<file path="src/rtl/display_pkg.sv">
// -----------------------------------------------------------------------------
// display_pkg
// Shared definitions for the 7-segment scan controller:
//   - state_t      : scan slot phase (blanking interval or driving a digit)
//   - SEG_*        : active-high segment patterns, bit order {g,f,e,d,c,b,a}
//   - pin_level()  : maps a logical "on" bit to the pin level for the chosen
//                    polarity (common anode = active-low)
// -----------------------------------------------------------------------------
package display_pkg;

    typedef enum logic {
        ST_BLANK = 1'b0,
        ST_DRIVE = 1'b1
    } state_t;

    localparam logic [6:0] SEG_0    = 7'h3F;
    localparam logic [6:0] SEG_1    = 7'h06;
    localparam logic [6:0] SEG_2    = 7'h5B;
    localparam logic [6:0] SEG_3    = 7'h4F;
    localparam logic [6:0] SEG_4    = 7'h66;
    localparam logic [6:0] SEG_5    = 7'h6D;
    localparam logic [6:0] SEG_6    = 7'h7D;
    localparam logic [6:0] SEG_7    = 7'h07;
    localparam logic [6:0] SEG_8    = 7'h7F;
    localparam logic [6:0] SEG_9    = 7'h6F;
    localparam logic [6:0] SEG_DASH = 7'h40;

    // Logical "on" -> physical pin level.
    function automatic logic pin_level(input logic active, input logic active_low);
        return active ^ active_low;
    endfunction

endpackage

</file>
<file path="src/rtl/seg7_decode.sv">
// -----------------------------------------------------------------------------
// seg7_decode
// Combinational BCD nibble to 7-segment decoder, active-high output.
//   nibble_i : 4-bit value; 0-9 decode to digits, 10-15 decode to a dash
//   seg_o    : segment pattern {g,f,e,d,c,b,a}
// -----------------------------------------------------------------------------
module seg7_decode
    import display_pkg::*;
(
    input  logic [3:0] nibble_i,
    output logic [6:0] seg_o
);

    always_comb begin
        seg_o = SEG_DASH;
        case (nibble_i)
            4'd0:    seg_o = SEG_0;
            4'd1:    seg_o = SEG_1;
            4'd2:    seg_o = SEG_2;
            4'd3:    seg_o = SEG_3;
            4'd4:    seg_o = SEG_4;
            4'd5:    seg_o = SEG_5;
            4'd6:    seg_o = SEG_6;
            4'd7:    seg_o = SEG_7;
            4'd8:    seg_o = SEG_8;
            4'd9:    seg_o = SEG_9;
            default: seg_o = SEG_DASH;
        endcase
    end

endmodule

</file>
<file path="src/rtl/display_scan_ctrl.sv">
// -----------------------------------------------------------------------------
// display_scan_ctrl
// Time-multiplexed 7-segment scan controller sharing one seg/dp bus among
// NUM_DIGITS digit drivers. Each digit slot is SCAN_DIV clocks long and begins
// with BLANK_CYCLES of all-off to avoid ghosting. New values are captured into
// a shadow register and committed to the display buffer only at the frame
// boundary (last cycle of the last digit slot), so a frame never mixes values.
// Ports:
//   clock_50MHZ, reset_n         : clock, async active-low reset
//   load, value_bcd, dp_mask     : capture request and data (nibble 0 = LSD)
//   lz_suppress                  : blank leading zeros (live input)
//   load_ack, pending            : commit pulse / value waiting for commit
//   digit_en, seg, dp            : registered pin outputs (polarity ACTIVE_LOW)
// -----------------------------------------------------------------------------
module display_scan_ctrl
    import display_pkg::*;
#(
    parameter int NUM_DIGITS   = 4,
    parameter int SCAN_DIV     = 50000,
    parameter int BLANK_CYCLES = 500,
    parameter bit ACTIVE_LOW   = 1'b1
) (
    input  logic                    clock_50MHZ,
    input  logic                    reset_n,
    input  logic                    load,
    input  logic [4*NUM_DIGITS-1:0] value_bcd,
    input  logic [NUM_DIGITS-1:0]   dp_mask,
    input  logic                    lz_suppress,
    output logic                    load_ack,
    output logic                    pending,
    output logic [NUM_DIGITS-1:0]   digit_en,
    output logic [6:0]              seg,
    output logic                    dp
);

    localparam int   PRE_W = $clog2(SCAN_DIV);
    localparam int   IDX_W = $clog2(NUM_DIGITS);
    localparam logic OFF   = pin_level(1'b0, ACTIVE_LOW);

    logic [PRE_W-1:0]        presc_q, presc_d;
    logic [IDX_W-1:0]        idx_q, idx_d;
    state_t                  state_q, state_d;
    logic [4*NUM_DIGITS-1:0] shadow_bcd_q, disp_bcd_q;
    logic [NUM_DIGITS-1:0]   shadow_dp_q, disp_dp_q;
    logic                    pending_q, ack_q;
    logic [NUM_DIGITS-1:0]   digit_en_q, digit_en_d;
    logic [6:0]              seg_q, seg_d;
    logic                    dp_q, dp_d;

    logic                    slot_end, frame_end;
    logic [3:0]              nibble;
    logic [6:0]              seg_pat;
    logic                    lz_blank, zero_run;
    logic [NUM_DIGITS-1:0]   en_act;
    logic [6:0]              seg_act;
    logic                    dp_act;

    // Prescaler / digit index / phase next-state. The phase is registered
    // alongside the prescaler so the outputs can be driven from registers.
    always_comb begin
        slot_end  = (presc_q == PRE_W'(SCAN_DIV - 1));
        frame_end = slot_end && (idx_q == IDX_W'(NUM_DIGITS - 1));
        presc_d   = slot_end ? '0 : presc_q + 1'b1;
        idx_d     = idx_q;
        if (slot_end) begin
            idx_d = frame_end ? '0 : idx_q + 1'b1;
        end
        state_d   = (presc_d < PRE_W'(BLANK_CYCLES)) ? ST_BLANK : ST_DRIVE;
    end

    assign nibble = disp_bcd_q[{idx_q, 2'b00} +: 4];

    seg7_decode u_decode (
        .nibble_i (nibble),
        .seg_o    (seg_pat)
    );

    // Walk from the most significant digit down: the current digit is a
    // leading zero when it and every digit above it are zero. Digit 0 is
    // excluded so a value of 0 still shows one '0'.
    always_comb begin
        zero_run = 1'b1;
        lz_blank = 1'b0;
        for (int k = NUM_DIGITS - 1; k >= 1; k--) begin
            zero_run = zero_run && (disp_bcd_q[4*k +: 4] == 4'd0);
            if (idx_q == IDX_W'(k)) begin
                lz_blank = lz_suppress && zero_run;
            end
        end
    end

    // Logical (active-high) view of the pins for the current phase/digit.
    always_comb begin
        en_act  = '0;
        seg_act = '0;
        dp_act  = 1'b0;
        if (state_q == ST_DRIVE) begin
            en_act[idx_q] = 1'b1;
            seg_act       = lz_blank ? 7'd0 : seg_pat;
            dp_act        = disp_dp_q[idx_q];
        end
    end

    genvar gi;
    generate
        for (gi = 0; gi < NUM_DIGITS; gi++) begin : g_en_level
            assign digit_en_d[gi] = pin_level(en_act[gi], ACTIVE_LOW);
        end
        for (gi = 0; gi < 7; gi++) begin : g_seg_level
            assign seg_d[gi] = pin_level(seg_act[gi], ACTIVE_LOW);
        end
    endgenerate
    assign dp_d = pin_level(dp_act, ACTIVE_LOW);

    always_ff @(posedge clock_50MHZ or negedge reset_n) begin
        if (!reset_n) begin
            presc_q      <= '0;
            idx_q        <= '0;
            state_q      <= ST_BLANK;
            shadow_bcd_q <= '0;
            shadow_dp_q  <= '0;
            disp_bcd_q   <= '0;
            disp_dp_q    <= '0;
            pending_q    <= 1'b0;
            ack_q        <= 1'b0;
            digit_en_q   <= {NUM_DIGITS{OFF}};
            seg_q        <= {7{OFF}};
            dp_q         <= OFF;
        end else begin
            presc_q    <= presc_d;
            idx_q      <= idx_d;
            state_q    <= state_d;
            digit_en_q <= digit_en_d;
            seg_q      <= seg_d;
            dp_q       <= dp_d;
            ack_q      <= 1'b0;

            if (frame_end) begin
                // A load landing on the boundary skips the shadow entirely
                // and also supersedes any older pending value.
                if (load) begin
                    disp_bcd_q <= value_bcd;
                    disp_dp_q  <= dp_mask;
                    pending_q  <= 1'b0;
                    ack_q      <= 1'b1;
                end else if (pending_q) begin
                    disp_bcd_q <= shadow_bcd_q;
                    disp_dp_q  <= shadow_dp_q;
                    pending_q  <= 1'b0;
                    ack_q      <= 1'b1;
                end
            end else if (load) begin
                shadow_bcd_q <= value_bcd;
                shadow_dp_q  <= dp_mask;
                pending_q    <= 1'b1;
            end
        end
    end

    assign load_ack = ack_q;
    assign pending  = pending_q;
    assign digit_en = digit_en_q;
    assign seg      = seg_q;
    assign dp       = dp_q;

endmodule

</file>
<file path="config.mk">
export PLATFORM = sky130hd
export DESIGN_NAME = display_scan_ctrl
export DESIGN_NICKNAME = d
export VERILOG_FILES = /design/src/rtl/display_pkg.sv /design/src/rtl/seg7_decode.sv /design/src/rtl/display_scan_ctrl.sv
export SDC_FILE = /design/constraint.sdc
export NUM_CORES = 1
export LEC_CHECK = 0
export ABC_AREA = 1
export BUFFER_PORTS_ARGS = -buffer_cell sky130_fd_sc_hd__clkbuf_2
export CORE_MARGIN = 5
export CORE_UTILIZATION = 25
export CTS_CLUSTER_DIAMETER = 80
export DETAILED_ROUTE_END_ITERATION = 10
export GPL_TIMING_DRIVEN = 0
export PLACE_DENSITY = 0.41
export SLEW_MARGIN = 25
export SYNTH_ARGS = -nofsm -noshare
export SYNTH_HDL_FRONTEND = slang
export SYNTH_SLANG_ARGS = --single-unit
</file>
<file path="constraint.sdc">
create_clock -name clock_50MHZ -period 1.8 [get_ports clock_50MHZ]
set_clock_uncertainty 0.05 [all_clocks]
set_input_delay 0.27 -clock clock_50MHZ [delete_from_list [all_inputs] [get_ports clock_50MHZ]]
set_output_delay 0.27 -clock clock_50MHZ [all_outputs]
set_load 0.1 [all_outputs]
</file>
# Yosys cells after proc, flatten, opt, wreduce, memory -nomap -nowiden
# Memories as Yosys holds them, arrays and structs flattened.
# Index checks and enable logic that the tools add are counted.
[totals]
wordCells = 73
register_bits = 73
inputBits = 24
output_inout_bits = 14
mem_bits_ro = 112
n_memories = 1
[mem_list]
columns = ["name", "words", "width", "rd", "rd_ports_with_merged_regs", "write_ports", "line_no", "text"]
rows = [
  ["(no name shown)", 16, 7, 1, 0, 0, "seg7_decode.sv:16", "case (nibble_i)"],
]
[op_classes]
bitwise_logic = 13
shifts = 1
addsub = 2
n_eq_ne = 4
reduce_logical = 14
magnitude_cmp = 3
n_mux = 23
[ops]
columns = ["op", "n"]
rows = [
  ["$mux 16", 3],
  ["$add 16x1->16 const B", 1],
  ["$eq 16x16->1 const B", 1],
  ["$lt 16x9->1 const B", 1],
  ["$shiftx 16x5->4", 1],
  ["$mux 7", 2],
  ["$not 1->1", 13],
  ["$logic_not 4->1", 3],
  ["$mux 1", 12],
  ["$mux 4", 3],
  ["$logic_and 1x1->1", 7],
  ["$eq 2x2->1 const B", 2],
  ["$reduce_and 2->1", 2],
  ["$reduce_bool 2->1", 2],
  ["$lt 2x3->1 const B", 1],
  ["$add 2x1->2 const B", 1],
  ["$bmux 1 s2", 1],
  ["$demux 1 s2", 1],
  ["$eq 2x1->1 const B", 1],
  ["$ge 2x1->1 const B", 1],
  ["$mux 2", 1],
]

# Longest topological paths before layout
# Gate-level depths: netlist of run 1.
[logic_depth]
word_depth = 8
depth_mapped = 11
depth_no_buf = 10

# By module
# From an unflattened synthesis of run 1, not the netlist that was laid out.
[hier_totals]
hier_cells = 460
area_unflattened_um2 = 3966.3
[modules_own_cells]
columns = ["module", "n_inst", "cells_per_inst", "area_each_um2", "seq_area_each_um2"]
rows = [
  ["display_scan_ctrl", 1, 424, 3773.6, 1841.8],
  ["seg7_decode", 1, 36, 192.7, 0.0],
]

# Worst setup path before layout of run 1
# No wires, ideal clock.
[synth_timing]
path_kind = "reg2reg"
startpoint = "reg idx_q[0]"
endpoint = "reg seg_q[3] (netlist: seg[3])"
synth_period_minus_slack_ns = 1.712
setup_time_ns = 0.095
path_stages_with_launch = 10
path_slack_ns = 0.088
arrival_time_ns = 1.567
t_required_ns = 1.655
cell_sequence = "dfrtp_1 -> inv_1 -> buf_2 -> nand2_1 -> a32oi_1 -> inv_1 -> ha_1 -> nand2_1 -> nand3_1 -> nand4_1"
[synth_between]
elab_chain_len = 7
[synth_rtl]
columns = ["item", "line_no", "text"]
rows = [
  ["start, declared", "display_scan_ctrl.sv:41", "logic [IDX_W-1:0] idx_q, idx_d;"],
  ["start signal, assigned", "display_scan_ctrl.sv:131", "idx_q <= idx_d;"],
  ["branches (longest 4 deep; another with $mem_v2 16x7)", "--", ""],
  ["$mux 7 (*)", "display_scan_ctrl.sv:99", "seg_act = lz_blank ? 7'd0 : seg_pat;"],
  ["$mux 7 (*)", "display_scan_ctrl.sv:97", "if (state_q == ST_DRIVE) begin"],
  ["$not 1->1 (no source line) (*)", "--", ""],
  ["net seg_d[3]", "display_scan_ctrl.sv:47", "logic [6:0] seg_q, seg_d;"],
  ["end signal, assigned", "display_scan_ctrl.sv:127", "seg_q <= {7{OFF}};"],
  ["end signal, assigned", "display_scan_ctrl.sv:134", "seg_q <= seg_d;"],
  ["end, declared", "display_scan_ctrl.sv:47", ""],
]
# Mark *: on every way through the listed nets, which the timed path passes.
# A chain may end at the register's enable or synchronous reset.

# Final worst setup path of run 1
[layout_timing]
startpoint = "reg idx_q[0]"
endpoint = "reg seg_q[5] (netlist: seg[5])"
# The elaborated chain is that of the path after synthesis.

==> results by group, run 1 <==
Status
  – Status: finished clean

Detailed routing
  – Residual DRC: 0
  – Wire per inst: 13.33 um
  – Drt first pass iters: 4
  – Vias/cell: 4.298
  – Total Wirelength: 9.174 mm
  – Post-route antenna net violation count: 0
  – Vias: 2957
  – Initial DRC count: 131

Power and ir drop
  – PD cells: 768.3 mW/mm^2
  – Peak VDD IR: 0.0005098 V
  – P_leak: 0.002299 uW

Critical path
  – Worst r2r dst: seg[5]
  – Reg2Reg Depth: 10
  – FF-to-FF setup slack: 60 ps
  – Crit path DAT: 1920 ps
  – R2r startpoint: idx_q[0]
  – CP max FO: 6
  – CP Class: flip-flop to flip-flop
  – CP Capture Type: flip-flop
  – Critical path data required time: 1970 ps
  – Worst setup SP type: flip-flop

Floorplanning
  – Io pins: 38
  – Die ar.: 0.01797 mm^2
  – Row count: 45
  – Starting density of the core: 25.40%
  – Die width: 134.1 um
  – Core area: 0.01515 mm^2
  – Die span in y: 134.1 um

Layout
  – Nets: 531
  – Share of cells above drive strength 1: 30.40%
  – Layout fillers: 1624
  – ANT cells: 0
  – P&R area growth vs syn: 22.60%

Yosys
  – Sequential share of the synthesized area: 47.87%
  – Ys flop type: dfrtp_1
  – Mapped Area: 0.003847 mm^2
  – Post-synth EDFFs: 0
  – Avg Cell Area, Syn: 8.764 um^2
  – Mapped Nets: 474
  – Synth top area share: 39.67%
  – Area leader, netlist: dfrtp_1
  – Post-Syn Instances: 439
  – Top post-synthesis cells by area: dfrtp_1 40%, nand2_1 12%, dfstp_2 8.2%, nand3_1 5.3%, mux2i_1 5.2%
  – YS warnings: 0
  – Most instantiated library cell after synthesis: nand2_1
  – Synth top cells by count: 124 x nand2_1, 61 x dfrtp_1, 41 x nand3_1
  – Library cells used by synthesis: 34
  – Seq cells post-synth: 73
  – Ys async rst share: 100.0%

Placed design
  – GP Congestion: 0.8293
  – Post-place setup slack: -258.0 ps
  – Port Buf Inserts: 36
  – HPWL after detailed placement: 6.515 mm

Clocking
  – Clock slew at reported path FFs: 60 ps
  – Bufs on Longest Clock Path: 2
  – H-tree depth: 3
  – TritonCTS clock tree: built
  – Worst skew pair latency: 330 ps
  – Total CTS buffers: 9
  – Root Driver: clkbuf_16
  – Sink Count: 73

Timing
  – Final hold vios: 0
  – Least-Margin Pin Slew: 594.1 ps
  – TNS Setup: 0 ps
  – FMAX: 0.5745 GHz
  – Fin crit share: 96.70%
  – Minimum clock period: 1741 ps
  – Max Slew Vio Count: 0
  – Slack of the critical path: 59.47 ps
  – Setup Viol. Count Final: 0
  – Slew HR: 60.40%
  – Hold_ws: 131.8 ps

GRT
  – Vias in the first global route: 3069
  – Largest net degree at the start of global routing: 74
  – Initial antenna violation count: 0
  – GRT Util Overall: 10.84%
  – Overflow after GRT: 0
  – Global-route wire length before repair: 15.55 mm

Hold path
  – Hold Crit Class: primary input to flip-flop
  – Hold endpoint: shadow_dp_q[1]
  – Hold path cells: 3
  – Hold path start: dp_mask[1]

Flow run
  – Maxcap violations: 0
power breakdown:
group / switching [uW] / internal, uW / leakage [uW]
logic: 122 / 72.9 / 0.00124
clock network: 685 / 1040 / 0.000137
registers: 19.0 / 1680 / 0.000921
final cells by class:
class	count	area (um^2)	area share [%]
Timing Repair Buffer	46	264.0	5.597
Multi-Input combinational cell	310	1795	38.06
Inverter	40	157.7	3.342
Clock inverter	3	23.77	0.5040
Clock buffer	12	266.5	5.650
Tap cell	188	235.2	4.987
Buffer	16	130.1	2.759
Sequential cell	73	1844	39.10
registers in the layout, summed over array words and instances (netlist names):
register / count
shadow_bcd_q: 16
seg: 7
state_q: 1
load_ack: 1
dp: 1
digit_en: 4
disp_bcd_q: 16
idx_q: 2
pending: 1
disp_dp_q: 4
presc_q: 16
shadow_dp_q: 4
routing by layer:
layer  track usage, %  vias to the layer above  wire length, um
li1                 -                     1528                -
met1            14.84                     1363             4603
met2            16.56                       55             4127
met3            3.226                       11              332
met4            3.337                        0              110
met5                0                        -                0
how the worst max path moves through the flow:
stage / startpoint / end / slack, ps
floorplan: idx_q[0] / seg[3] / 90
detailed placement: idx_q[0] / seg[3] / -260
global route: idx_q[0] / seg[5] / -20
finish: idx_q[0] / seg[5] / 60
CTS: idx_q[1] / seg[5] / 3
global placement: reset_n / shadow_bcd_q[8] / -350
per-stage QoR:
stage	util [%]	std cells	cell area, um^2	power, uW
2_1_floorplan	-	439	3847	1832
3_3_place_gp	28.15	663	4263	1924
3_5_place_dp	28.20	663	4272	1928
4_1_cts	30.53	683	4624	3688
5_1_grt	31.14	688	4717	3773
6_report	31.14	688	4717	3624
critical path: stages, from the launching register on:
cell	delay (ps)
dfrtp_1	430
inv_2	80
buf_6	140
nand2_1	90
nand3_2	90
nand2_2	90
inv_2	60
ha_1	180
or2_1	240
nand3_1	70
nand4_1	120
cells in the final DEF, fill, tap and decap left out, types with 2 or more instances in the layout:
cell type   count
dfrtp_2         2
clkbuf_8        4
buf_2           3
nand4_1         7
nor2_2          4
nand2_2        23
clkinvlp_4      2
buf_1           2
ha_4            2
o21bai_1        3
clkbuf_2       35
xor2_1          3
o21ai_0         6
clkbuf_16       9
nor3_1          3
nor2_1         31
mux2i_1        20
ha_1            8
dfstp_2        12
o211ai_1        2
o21ai_2        20
buf_4          10
nand3_4         2
buf_6           8
inv_2           4
dfrtp_1        59
inv_1          34
clkbuf_1        2
nand3_1        40
nand2_1       122
repair_timing:
action	CTS	global route
gates resized for setup	8	16
setup buffers	4	4
pin swaps	2	1
gates cloned	0	1
endpoints found under the hold margin	61	0
hold buffers	1	0
setup endpoints to repair	9	48
cell families after synthesis:
family | after synthesis | synth area share [%]
and+or+nand+nor | 238 | 27.97
DFF | 73 | 47.87
buffers and inverters | 56 | 6.959
AOI/OAI and AO/OA | 38 | 7.740
muxes | 20 | 5.203
adders and majority gates | 11 | 3.577
xor gates and xnor gates | 3 | 0.6831
(Power assumes the default switching activity.)
==> run 2, diff against run 1 <==
--- a/config.mk
+++ b/config.mk
@@ -6,13 +6,14 @@
 export NUM_CORES = 1
 export LEC_CHECK = 0
 export ABC_AREA = 1
-export BUFFER_PORTS_ARGS = -buffer_cell sky130_fd_sc_hd__clkbuf_2
 export CORE_MARGIN = 5
-export CORE_UTILIZATION = 25
+export CORE_UTILIZATION = 57
 export CTS_CLUSTER_DIAMETER = 80
 export DETAILED_ROUTE_END_ITERATION = 10
+export DONT_BUFFER_PORTS = 1
 export GPL_TIMING_DRIVEN = 0
-export PLACE_DENSITY = 0.41
+export PLACE_DENSITY = 0.74
+export SETUP_SLACK_MARGIN = 0.1
 export SLEW_MARGIN = 25
 export SYNTH_ARGS = -nofsm -noshare
 export SYNTH_HDL_FRONTEND = slang
==> run 2 against run 1 <==
  * The run now ends with hold timing left
  * Design area down 6.4%
  * Global-route usage up 8.2 points
  * Sequential power about the same
  * Combinational power fell by 34%
  * Cell count fell by 19%
  * Clock power is 32% lower
  * Via count fell by 0.54%
  * Critical path depth fell by 1
  * Setup slack improved by 38 ps
  * Critical path type unchanged
  * First-iteration DRC count is 92% higher
  * Utilization up 35 points
==> results by group, run 2 (same netlist as run 1, synthesis figures left out) <==
Status
  – Status: finished with violations
  – Violated checks: hold timing

Clocking
  – Bufs on Longest Clock Path: 2 (unchanged)
  – Root Driver: clkbuf_8
  – Total CTS buffers: 9 (unchanged)
  – H-tree depth: 3 (unchanged)
  – TritonCTS clock tree: built
  – Sink Count: 73 (unchanged)
  – Worst skew pair latency: 340 ps (about the same)
  – Clock slew at reported path FFs: 70 ps (about the same)

Detailed routing
  – Vias/cell: 5.309 (+24%)
  – Residual DRC: 0 (unchanged)
  – Vias: 2941 (-0.54%)
  – Initial DRC count: 252 (+92%)
  – Total Wirelength: 7.719 mm (-16%)
  – Wire per inst: 13.93 um (+4.5%)
  – Drt first pass iters: 7 (+3)
  – Post-route antenna net violation count: 0 (unchanged)

Layout
  – Nets: 504 (-5.1%)
  – Commonest non-fill, non-tap cells in the layout: 116 x nand2_1, 54 x dfrtp_1, 40 x nand3_1, 34 x inv_1
  – Top Registers: disp_bcd_q: 16 flops, presc_q: 16 flops, shadow_bcd_q: 16 flops
  – Layout fillers: 547 (-66%)
  – Commonest non-fill, non-tap cell in the layout: nand2_1
  – P&R area growth vs syn: 14.80%
  – Multi-input gate area: 0.001841 mm^2 (+2.5%)
  – Share of cells above drive strength 1: 29.54% (-0.86 points)
  – Design Area, Final: 0.004417 mm^2 (-6.4%)
  – Register area: 0.001851 mm^2 (+0.34%)
  – ANT cells: 0 (unchanged)
  – Fin cells: 554 (-19%)

Floorplanning
  – Die width: 92.16 um (-31%)
  – Row count: 30 (-33%)
  – Die ar.: 0.008493 mm^2 (-53%)
  – Die span in y: 92.16 um (-31%)
  – Starting density of the core: 57.58% (+32 points)
  – Core area: 0.006681 mm^2 (-56%)
  – Io pins: 38 (unchanged)

GRT
  – Vias in the first global route: 2807 (-8.5%)
  – GRT Util Overall: 19.08% (+8.2 points)
  – Global-route wire length before repair: 12.94 mm (-17%)
  – Initial antenna violation count: 0 (unchanged)
  – Overflow after GRT: 0 (unchanged)
  – Largest net degree at the start of global routing: 74 (unchanged)

Timing
  – Minimum clock period: 1703 ps (-37.94 ps)
  – Final hold vios: 73 (+73)
  – Hold_ws: -436.5 ps (-568.3 ps)
  – Setup Viol. Count Final: 0 (unchanged)
  – Slew HR: 42.56% (-18 points)
  – Least-Margin Pin Slew: 862.2 ps (+268.1 ps)
  – FMAX: 0.5873 GHz (+2.2%)
  – Max Slew Vio Count: 0 (unchanged)
  – RSZ-0062 raised after global routing: yes
  – Fin crit share: 94.59% (-2.1 points)

Critical path
  – CP Capture Type: flip-flop
  – R2r startpoint: idx_q[0]
  – Critical path data required time: 2000 ps (+30 ps)
  – Worst setup SP type: flip-flop
  – CP Class: flip-flop to flip-flop
  – CP max FO: 8 (+2)
  – Crit. Startpoint: idx_q[0]
  – Crit path DAT: 1900 ps (-20 ps)

Power and ir drop
  – Tot Pwr: 3005 uW (-17%)
  – Peak VDD IR: 0.0004761 V (-6.6%)
  – P_leak: 0.002161 uW (-6.0%)
  – PD cells: 680.3 mW/mm^2 (-11%)

Placed design
  – HPWL after detailed placement: 5.247 mm (-19%)
  – Dpl cell area: 0.003955 mm^2 (-7.4%)
  – Port Buf Inserts: 0 (-100%)
  – GP Congestion: 0.8897 (+7.3%)
  – Inst Count DP: 519 (-22%)

Hold path
  – Hold Crit Class: primary input to async pin

Flow run
  – Maxcap violations: 0 (unchanged)
run 2: metrics by stage:
| stage | util, % | hold slack, ps | setup TNS [ps] | worst slack, ps |
|---|---|---|---|---|
| floorplan | - | -75.59 | 0 | 122.7 |
| global route | 66.10 | -461.8 | 0 | 15.62 |
| finish | 66.10 | -436.5 | 0 | 97.41 |
| CTS | 63.50 | -448.6 | 0 | 93.77 |
| detailed placement | 59.19 | -73.52 | -449.9 | -122.6 |
| global placement | 59.19 | -73.54 | -228.1 | -69.23 |
run 2: metal layers:
| metal | global-route usage [%] | vias to the layer above | share of wire, % |
|---|---|---|---|
| met4 | 6.312 | 0 | 1.3 |
| met5 | 0 | - | 0 |
| met1 | 26.04 | 1396 | 46 |
| met3 | 4.758 | 10 | 5.1 |
| li1 | - | 1467 | - |
| met2 | 29.81 | 68 | 47 |
run 2: final timing paths:
path | to | slack [ps] | depth (start not counted)
setup / recovery | seg[3] | 100 | 9
hold / removal | presc_q[12] | -440 | 0
setup reg to reg | seg[3] | 100 | 9
hold reg to reg | shadow_bcd_q[11] | 420 | 2
max in group asynchronous | seg[3] | 1940 | 0
min in group clock_50MHZ | shadow_bcd_q[10] | 20 | 2
run 2: repair_timing:
item | in CTS | in global routing
setup buffers | 9 | 10
setup endpoints to repair | 49 | 49
endpoints found under the hold margin | 73 | 73
cloned | 0 | 0
gates resized for setup | 13 | 31
pin swaps | 3 | 9
run 2: cell type report:
type | count | share of cell area (%)
clock buffers | 14 | 3.909
repair buffers | 19 | 3.314
plain buffers | 16 | 3.031
clock inverters | 2 | 0.2833
flip-flops and latches | 73 | 41.90
well taps | 80 | 2.266
inverters | 40 | 3.626
multi-input cells | 310 | 41.67
run 2: critical path, cell delays in order (launching register included):
cell and delay [ps]:
dfrtp_2 440, inv_2 80, buf_6 130, nand2_2 60
a32oi_2 240, inv_2 110, ha_4 280, nand2_2 50
nand3_1 60, nand4_1 100
run 2: where the power goes:
group          internal (uW)  total, uW  leakage, uW  switching (uW)
sequential              1680       1700     0.000916            19.9
combinational           53.2        129      0.00115            75.3
clock                    613       1180    0.0000927             563
total                   2350       3000      0.00216             658
==> run 3, diff against run 2 <==
--- a/config.mk
+++ b/config.mk
@@ -7,12 +7,13 @@
 export LEC_CHECK = 0
 export ABC_AREA = 1
 export CORE_MARGIN = 5
-export CORE_UTILIZATION = 57
+export CORE_UTILIZATION = 58
+export CTS_BUF_LIST = sky130_fd_sc_hd__clkbuf_4
 export CTS_CLUSTER_DIAMETER = 80
 export DETAILED_ROUTE_END_ITERATION = 10
 export DONT_BUFFER_PORTS = 1
 export GPL_TIMING_DRIVEN = 0
-export PLACE_DENSITY = 0.74
+export PLACE_DENSITY = 0.75
 export SETUP_SLACK_MARGIN = 0.1
 export SLEW_MARGIN = 25
 export SYNTH_ARGS = -nofsm -noshare
==> constraint.sdc (replaced) <==
create_clock -name clock_50MHZ -period 1.8 [get_ports clock_50MHZ]
set_clock_uncertainty 0.05 [all_clocks]
set_input_delay 0.09 -clock clock_50MHZ [delete_from_list [all_inputs] [get_ports clock_50MHZ]]
set_output_delay 0.09 -clock clock_50MHZ [all_outputs]
set_load 0.1 [all_outputs]
==> run 3 against run 2 <==
  * The run still ends with hold timing left
  * Design area grew 9.7%
  * Sequential power barely moved
  * Setup slack got worse by 47 ps
  * Largest cell class is now multi-input combinational cells
  * Cell count up 4.2%
  * Wire length is 14% higher
  * Die area decreased by 1.5%
  * Worst hold slack lost 270 ps
  * Register-to-register slack worse by 50 ps
  * Clock power is essentially flat
==> results by group, run 3 (same netlist as run 1, synthesis figures left out) <==
Status
  – Status: finished with violations
  – Violated checks: hold timing

Clocking
  – Sink Count: 73 (unchanged)
  – Total CTS buffers: 9 (unchanged)
  – Clock slew at reported path FFs: 110 ps (+40 ps)
  – # hold bufs at CTS: 21
  – TritonCTS clock tree: built
  – H-tree depth: 3 (unchanged)
  – Root Driver: clkbuf_4
  – Worst skew pair latency: 430 ps (+90 ps)
  – Bufs on Longest Clock Path: 2 (unchanged)

Layout
  – ANT cells: 0 (unchanged)
  – Commonest non-fill, non-tap cell in the layout: nand2_1
  – Top Registers: disp_bcd_q: 16 flops, presc_q: 16 flops, shadow_bcd_q: 16 flops
  – Share of cells above drive strength 1: 31.60% (+2.1 points)
  – P&R area growth vs syn: 25.98%
  – Commonest non-fill, non-tap cells in the layout: 114 x nand2_1, 56 x dfrtp_1, 34 x inv_1, 34 x nand3_1, 25 x nor2_1
  – Layout fillers: 413 (-24%)
  – Final design utilization: 75.90% (+9.8 points)
  – Nets: 530 (+5.2%)

Power and ir drop
  – Clk pwr share: 38.3% (-0.8 points)
  – Net Switching: 670.7 uW (+1.9%)
  – P_leak: 0.002372 uW (+9.8%)
  – PD cells: 627.5 mW/mm^2 (-7.8%)
  – Share of total power in combinational logic: 5.8% (+1.5 points)
  – Switching share of power: 22.05% (+0.15 points)
  – Tot Pwr: 3042 uW (+1.2%)
  – Peak VDD IR: 0.0005349 V (+12%)
  – P_int: 2371 uW (+1.0%)
  – Reg power frac: 55.9% (-0.7 points)

Floorplanning
  – Core area: 0.006386 mm^2 (-4.4%)
  – Starting density of the core: 60.25% (+2.7 points)
  – Io pins: 38 (unchanged)
  – Die span in y: 91.45 um (-0.77%)
  – Die ar.: 0.008362 mm^2 (-1.5%)
  – Row count: 29 (-3.3%)
  – Die width: 91.45 um (-0.77%)

GRT
  – Overflow after GRT: 0 (unchanged)
  – Initial antenna violation count: 0 (unchanged)
  – Global-route wire length before repair: 13.68 mm (+5.6%)
  – GRT Util Overall: 20.24% (+1.2 points)
  – Vias in the first global route: 3004 (+7.0%)
  – Largest net degree at the start of global routing: 74 (unchanged)

Timing
  – Final hold vios: 73 (unchanged)
  – RSZ-0062 raised after global routing: yes
  – Max Slew Vio Count: 0 (unchanged)
  – Minimum clock period: 1750 ps (+47.02 ps)
  – FMAX: 0.5716 GHz (-2.7%)
  – Hold_ws: -711.2 ps (-274.6 ps)
  – Slew HR: 41.99% (-0.57 points)
  – Least-Margin Pin Slew: 870.7 ps (+8.548 ps)
  – Fin crit share: 97.20% (+2.6 points)
  – Setup Viol. Count Final: 0 (unchanged)

Placed design
  – HPWL after detailed placement: 5.413 mm (+3.2%)
  – GP Congestion: 0.8529 (-4.1%)
  – Port Buf Inserts: 0 (unchanged)

Critical path
  – CP max FO: 5 (-3)
  – Worst Path Buf+Inv: 4 (+1)
  – Crit path DAT: 2020 ps (+120 ps)
  – Critical path data required time: 2070 ps (+70 ps)
  – Critical-path top delay cell: dfrtp_1
  – R2r startpoint: presc_q[1]
  – Reg2Reg Depth: 10 (+1)
  – CP Capture Point: idx_q[0]
  – Worst r2r dst: idx_q[0]
  – CP Class: flip-flop to flip-flop
  – CP top delay family: flip-flops
  – FF-to-FF setup slack: 50 ps (-50 ps)
  – Critical path depth: 10 (+1)
  – Crit. Startpoint: presc_q[1]
  – Crit-path cells: ha_4, nand3_4, nor2_4, nand2_4, inv_8, buf_4, buf_4, o21ai_0, o21ai_0, inv_1
  – Slowest stage delay, CP: 430 ps (about the same)
  – CP Capture Type: flip-flop
  – Worst setup SP type: flip-flop

Detailed routing
  – Post-route antenna net violation count: 0 (unchanged)
  – Total Wirelength: 8.798 mm (+14%)
  – Initial DRC count: 239 (-5.2%)
  – Drt first pass iters: 5 (-2)
  – Vias: 3202 (+8.9%)
  – Wire per inst: 15.25 um (+9.4%)
  – Vias/cell: 5.549 (+4.5%)
  – Residual DRC: 0 (unchanged)

Hold path
  – Hold Crit Class: primary input to async pin

Flow run
  – Maxcap violations: 0 (unchanged)
[run 3: cell types whose count changed in the layout (fill, tap and decap cells not counted), sizes merged]
cell          change
dlygate4sd3      +21
clkinvlp          -1
dlymetal6s2s      +1
buf               +3
clkinv            +1
clkbuf            -1
bufinv            +2
[run 3: layout make-up]
cell class | count | area [um^2] | share of cell area [%]
Buffer | 16 | 153.9 | 3.175
Clock buffer | 12 | 90.09 | 1.859
Inverter | 40 | 160.2 | 3.304
Sequential cell | 73 | 1848 | 38.13
Clock inverter | 4 | 68.82 | 1.420
Timing Repair Buffer | 45 | 439.2 | 9.060
Multi-Input combinational cell | 310 | 1991 | 41.07
Tap cell | 77 | 96.34 | 1.988
[run 3: stage by stage]
| stage | TNS [ps] | cells | hold WS, ps | setup slack (ps) | cell area, um^2 |
|---|---|---|---|---|---|
| after floorplan | 0 | 439 | -255.6 | 122.7 | 3855 |
| after global placement | -283.2 | 516 | -253.4 | -83.68 | 3951 |
| after detailed placement | -555.9 | 516 | -253.7 | -157.8 | 3951 |
| after CTS | 0 | 560 | -734.6 | 86.83 | 4397 |
| after global routing | -55.67 | 577 | -748.8 | -55.67 | 4847 |
| final | 0 | 577 | -711.2 | 50.39 | 4847 |
[run 3: worst min path at each step]
stage	depth (start not counted)	endpoint	slack, ps	startpoint
finish	0	presc_q[5]	-710	reset_n
global route	0	presc_q[13]	-750	reset_n
CTS	0	disp_bcd_q[8]	-730	reset_n
detailed placement	0	presc_q[13]	-250	reset_n
global placement	0	presc_q[13]	-250	reset_n
floorplan	0	disp_bcd_q[0]	-260	reset_n
[run 3: repair_timing]
action                                 in CTS  in global routing
buffers inserted                            7                 14
setup endpoints to repair                  48                 49
cloned                                      0                  3
gates resized for setup                    11                 72
pin swaps                                   2                 18
endpoints found under the hold margin     119                 73
[run 3: layer usage]
metal | vias to the layer above | global-route usage, % | share of wire (%)
li1 | 1530 | - | -
met1 | 1508 | 27.35 | 41
met2 | 130 | 31.03 | 49
met3 | 34 | 4.380 | 6.4
met4 | 0 | 9.413 | 3.2
met5 | - | 0 | 0
[run 3: power groups by stage]
stage	Clock, uW	Sequential, uW	Combinational (uW)
final	1160	1700	177
after global routing	1270	1710	197
after CTS	1180	1700	170
after detailed placement	0	1730	127
after global placement	0	1730	125
after floorplan	0	1730	106
